`src/rtl/nonce_unpacker.sv`:
```
// rtl/nonce_unpacker.sv - qualifies padded {crc12, nonce} words and queues each new nonce once
// Stability filter, crc12 check, SYNC/RUN dedup FSM and a first-word-fall-through result FIFO.

module nonce_crc12 (
  input  logic [31:0] data,
  output logic [11:0] crc
);
  // CRC-12, polynomial x^12+x^11+x^3+x^2+x+1, zero init, MSB first, no final xor
  function automatic logic [11:0] calc(input logic [31:0] d);
    logic [11:0] c;
    logic        fb;
    c = '0;
    for (int i = 31; i >= 0; i--) begin
      fb = c[11] ^ d[i];
      c  = {c[10:0], 1'b0};
      if (fb) c = c ^ 12'h80F;
    end
    return c;
  endfunction

  assign crc = calc(data);
endmodule

module nonce_unpacker #(
  parameter int STABLE_CYCLES = 4,
  parameter int DEPTH_LOG2    = 3
) (
  input  logic        clk,
  input  logic        rst,
  input  logic [43:0] padded_in,
  output logic [31:0] out_nonce,
  output logic        out_valid,
  input  logic        out_ready,
  output logic        crc_err,
  output logic        overflow,
  output logic [15:0] found_count,
  output logic [7:0]  err_count
);
  localparam int DEPTH = 1 << DEPTH_LOG2;
  localparam int CW    = $clog2(STABLE_CYCLES + 1);

  typedef enum logic {SYNC, RUN} state_t;

  state_t              state, next_state;
  logic [43:0]         pin_q, cand;
  logic [CW-1:0]       stab_cnt;
  logic [11:0]         calc_crc;
  logic                qual, good;
  logic                base_load, new_nonce, bad_word;
  logic [31:0]         last_nonce;
  logic [31:0]         mem [DEPTH];
  logic [DEPTH_LOG2:0] wr_ptr, rd_ptr;
  logic                empty, full, push, pop, drop;

  nonce_crc12 u_crc (
    .data (cand[31:0]),
    .crc  (calc_crc)
  );

  // qual is the one cycle in which the counter steps up to STABLE_CYCLES
  assign qual = (pin_q == cand) && (stab_cnt == CW'(STABLE_CYCLES - 1));
  assign good = (cand[43:32] == calc_crc);

  always_ff @(posedge clk) begin
    if (rst) begin
      pin_q    <= '0;
      cand     <= '0;
      stab_cnt <= '0;
    end else begin
      pin_q <= padded_in;
      if (pin_q != cand) begin
        cand     <= pin_q;
        stab_cnt <= '0;
      end else if (stab_cnt < CW'(STABLE_CYCLES)) begin
        stab_cnt <= stab_cnt + CW'(1);
      end
    end
  end

  always_ff @(posedge clk) begin
    if (rst) state <= SYNC;
    else     state <= next_state;
  end

  always_comb begin
    next_state = state;
    base_load  = 1'b0;
    new_nonce  = 1'b0;
    bad_word   = 1'b0;
    if (qual) begin
      if (!good) begin
        bad_word = 1'b1;
      end else if (state == SYNC) begin
        // whatever sat on the bus out of reset becomes the baseline, never reported
        base_load  = 1'b1;
        next_state = RUN;
      end else if (cand[31:0] != last_nonce) begin
        new_nonce = 1'b1;
      end
    end
  end

  always_ff @(posedge clk) begin
    if (rst) last_nonce <= '0;
    else if (base_load || new_nonce) last_nonce <= cand[31:0];
  end

  assign empty     = (wr_ptr == rd_ptr);
  assign full      = (wr_ptr[DEPTH_LOG2] != rd_ptr[DEPTH_LOG2]) &&
                     (wr_ptr[DEPTH_LOG2-1:0] == rd_ptr[DEPTH_LOG2-1:0]);
  assign out_valid = !empty;
  assign out_nonce = mem[rd_ptr[DEPTH_LOG2-1:0]];
  assign pop       = out_valid && out_ready;
  // a pop on the same edge frees the slot, so a full FIFO still accepts the push
  assign push      = new_nonce && (!full || pop);
  assign drop      = new_nonce && full && !pop;

  always_ff @(posedge clk) begin
    if (push) mem[wr_ptr[DEPTH_LOG2-1:0]] <= cand[31:0];
  end

  always_ff @(posedge clk) begin
    if (rst) begin
      wr_ptr <= '0;
      rd_ptr <= '0;
    end else begin
      if (push) wr_ptr <= wr_ptr + 1'b1;
      if (pop)  rd_ptr <= rd_ptr + 1'b1;
    end
  end

  always_ff @(posedge clk) begin
    if (rst) begin
      crc_err     <= 1'b0;
      overflow    <= 1'b0;
      found_count <= '0;
      err_count   <= '0;
    end else begin
      crc_err <= bad_word;
      if (drop) overflow <= 1'b1;
      if (push && found_count != 16'hFFFF) found_count <= found_count + 16'd1;
      if (bad_word && err_count != 8'hFF) err_count <= err_count + 8'd1;
    end
  end
endmodule
```
`config.mk`:
```
export PLATFORM = sky130hd
export DESIGN_NAME = nonce_unpacker
export DESIGN_NICKNAME = d
export VERILOG_FILES = /design/src/rtl/nonce_unpacker.sv
export SDC_FILE = /design/constraint.sdc
export NUM_CORES = 1
export LEC_CHECK = 0
export CAP_MARGIN = 20
export CORE_UTILIZATION = 45
export DETAILED_ROUTE_END_ITERATION = 16
export GPL_TIMING_DRIVEN = 0
export HOLD_SLACK_MARGIN = 0.06
export PLACE_DENSITY = 0.74
export REMOVE_ABC_BUFFERS = 1
export SLEW_MARGIN = 20
export SYNTH_ARGS = -nofsm -noshare
export SYNTH_HDL_FRONTEND = slang
export SYNTH_HIERARCHICAL = 1
export SYNTH_SLANG_ARGS = --single-unit
```
`constraint.sdc`:
```
create_clock -name clk -period 17 [get_ports clk]
set_clock_uncertainty 0.05 [all_clocks]
set_input_delay 3.4 -clock clk [delete_from_list [all_inputs] [get_ports clk]]
set_output_delay 3.4 -clock clk [all_outputs]
set_load 0.05 [all_outputs]
```
==> impl_summary.log <==
INFO  metric run_status = complete, no violations
INFO  metric routedWlPerCell = 19.99 um
INFO  metric timing.final.setup_violations = 0
INFO  metric worstSetupPathType = flip-flop to primary output
INFO  metric globalplace.congestion = 0.8032
INFO  metric antenna_found_initial = 0
INFO  metric grt_setup_unrepaired = false
INFO  metric p_per_area = 106.3 nW/um^2
INFO  metric vias_in_the_first_global_route = 9,373
INFO  metric reg2regPathDepth = 15
INFO  metric dieArea = 38,100 um^2
INFO  metric timing.hold.worst.start = overflow$_SDFFE_PP0P_
INFO  metric fin_total_pwr = 2.127 mW
INFO  metric globalRoute.totalOverflow = 0
INFO  metric reg2reg_setup_slack = 11.50 ns
INFO  metric postSynth.asyncResetShare = 0%
INFO  metric drive_gt1_share = 17.00%
INFO  metric grt_pass1_wl = 53,450 um
INFO  metric ctsResizeCount = 0
INFO  metric cts.htree.levels = 2
INFO  metric worst_r2r_endpoint = mem[0][26]$_DFFE_PP_
INFO  metric irDropWorstVdd = 71.51 uV
INFO  metric sequential_fraction_of_the_synthesis_area = 64.97%
INFO  metric numCtsBuffers = 41
INFO  metric cts.reportedPaths.clkPinSlew = 0.06 ns
INFO  metric slew-limit-headroom = 32.51%
INFO  metric routed-via-count = 9,044
INFO  metric post-route-drc-count = 0
INFO  metric register_area = 10,920 um^2
INFO  metric groute.usage.overall = 18.37%
INFO  metric grt_start_max_net_pins = 89
INFO  metric timing.rr.start = cand[24]$_SDFFE_PP0P_
INFO  metric final_min_period_over_clock_period = 39.30%
INFO  metric design_area = 20,020 um^2
INFO  metric worstSetupEndpointType = primary output
INFO  metric hold_viol = 0
INFO  metric post_synth_instance_area = 16,790 um^2
INFO  metric synthesis.area_per_instance = 15.52 um^2
INFO  metric pin_count = 106
INFO  metric syn_to_final_growth = 19.20%
INFO  metric worstHoldPathType = flip-flop to flip-flop
INFO  metric coreArea = 36,700 um^2
INFO  metric num-nets-final = 1,262
INFO  metric timing.final.crit_period = 6.681 ns
INFO  metric maximum_clock_frequency = 149.7 MHz
INFO  metric detailedPlacementHpwl = 22,800 um
INFO  metric timing_worst_slew_pin_value = 1.003 ns
INFO  metric clock-root-buffer = sky130_fd_sc_hd__clkbuf_16
INFO  metric detailed_router_iteration_count_before_antenna_repair = 4
INFO  metric setup.worst_path.end = out_nonce[26]
INFO  metric filler_cell_count_in_the_final_layout = 2,872
INFO  metric route.antenna.remaining_nets = 0
INFO  metric mostFrequentLayoutCell = sky130_fd_sc_hd__edfxtp_1
INFO  metric dr.first_iter.drc_count = 498
INFO  metric number_of_library_cell_types_mapped_by_synthesis = 44
INFO  metric tritoncts = done
INFO  metric starting_utilization_of_the_core_area = 45.76%
INFO  metric worstSetupStartpointType = flip-flop
INFO  metric chipWidth = 195.2 um
INFO  metric synth_edf_count = 256
INFO  metric insertedDiodeCount = 0
INFO  metric synth_cells = 1,082
INFO  metric route.detailed.vias_per_inst = 5.292
INFO  metric row_count = 70
INFO  metric clock_path_buffers = 3
INFO  metric final_cell_mix = sky130_fd_sc_hd__edfxtp_1 (256), sky130_fd_sc_hd__dfxtp_1 (158), sky130_fd_sc_hd__clkdlybuf4s50_1 (104), sky130_fd_sc_hd__nor2b_1 (95), sky130_fd_sc_hd__xnor2_1 (73)
INFO  metric maximum_fanout_along_the_worst_path = 36
INFO  metric cts_num_sinks = 417
INFO  metric cts_post_setup_buffers_inserted = 0
INFO  metric yosys_warnings = 6
INFO  metric critical_path_required = 13.55 ns
INFO  metric timing_max_transition_violations_final = 0
INFO  metric fp.dieH = 195.2 um
INFO  metric multi_input_area = 5727 um^2
INFO  metric worst_ep_arrival_time = 3.23 ns
INFO  metric count_of_hold_fix_buffers_inserted_at_cts = 0
INFO  metric max_cap_violations = 0
INFO  metric register_bit_count_reported_by_yosys = 417
INFO  metric synth_top_flop_cell = sky130_fd_sc_hd__edfxtp_1
INFO  metric holdWs = 0.4068 ns
INFO  metric placement.io_buffers = 105
INFO  metric setup_total_negative_slack = 0 ns
INFO  metric placement.cell_area = 18,660 um^2
INFO  metric totalWireLength = 34,170 um
INFO  metric clock_latency = 0.53 ns
INFO  metric leakagePower = 6.446 nW
[per-layer routing]
metal / vias to the layer above / GRT usage [%] / share of wire, %
met5: - / 0 / 0
met1: 4542 / 24.45 / 44
met4: 0 / 5.716 / 2.4
met3: 45 / 2.936 / 4.2
met2: 214 / 30.94 / 49
li1: 4243 / - / -
[how the worst min path moves through the flow]
stage,end,slack [ns],cells past startpoint
after floorplan,cand[0]$_SDFFE_PP0P_,0.41,1
after global placement,overflow$_SDFFE_PP0P_,0.39,2
after detailed placement,overflow$_SDFFE_PP0P_,0.39,2
after CTS,overflow$_SDFFE_PP0P_,0.41,2
after global routing,cand[5]$_SDFFE_PP0P_,0.43,1
final,overflow$_SDFFE_PP0P_,0.41,2
[area by class of cell]
cell class	count	share of cell area (%)
clock buffer	59	5.825
clock inverter	16	0.9751
inverter	8	0.1500
multi-input combinational	613	28.61
sequential	417	54.55
tap	468	2.925
timing repair buffer	128	6.969
[state kept, by name, summed over array words and instances (netlist names), named ones only]
| register | cells |
|---|---|
| found_count | 16 |
| mem | 256 |
| rd_ptr | 4 |
| last_nonce | 32 |
| crc_err | 1 |
| cand | 44 |
| wr_ptr | 4 |
| stab_cnt | 3 |
| overflow | 1 |
| err_count | 8 |
| state | 1 |
| pin_q | 44 |
[synth_stat cells (21+ instances only)]
master,instances,area (um^2)
sky130_fd_sc_hd__mux2i_1,37,370.4
sky130_fd_sc_hd__dfxtp_1,161,3223
sky130_fd_sc_hd__clkbuf_1,30,112.6
sky130_fd_sc_hd__mux4_2,64,1441
sky130_fd_sc_hd__nor2b_1,95,594.3
sky130_fd_sc_hd__xor2_1,70,613.1
sky130_fd_sc_hd__nor2_1,69,259.0
sky130_fd_sc_hd__nor4_1,27,168.9
sky130_fd_sc_hd__xnor2_1,73,639.4
sky130_fd_sc_hd__edfxtp_1,256,7687
sky130_fd_sc_hd__mux2_2,40,450.4
sky130_fd_sc_hd__nand3_1,21,105.1
[power by group]
group          internal [mW]  switching (mW)
registers               1.08          0.0192
logic                 0.0654          0.0534
clock network          0.541           0.370
total                   1.68           0.443
[logic make-up after synthesis]
logic type / count (synthesis) / share of synthesized area, %
simple gates: 279 / 9.179
flops: 417 / 64.97
fa+ha+maj: 6 / 0.4470
mux: 141 / 13.47
buf+inv: 52 / 1.222
xor+xnor: 160 / 9.715
compound gates: 27 / 0.9983
[critical path, cell delays in order (launching register included)]
cell and delay [ns]:
sky130_fd_sc_hd__dfxtp_4 0.76, sky130_fd_sc_hd__buf_16 0.34, sky130_fd_sc_hd__mux4_2 0.55, sky130_fd_sc_hd__mux2_2 0.29
sky130_fd_sc_hd__clkdlybuf4s50_1 0.70
[metrics by stage]
step	instances	utilization, %	setup slack [ns]
3_3_place_gp	1611	49.74	6.880
4_1_cts	1709	54.55	10.23
6_report	1709	54.55	10.32
2_1_floorplan	1038	-	9.781
5_1_grt	1709	54.55	10.15
3_5_place_dp	1634	50.84	10.59
No activity file was read; power rests on OpenSTA's default activity.
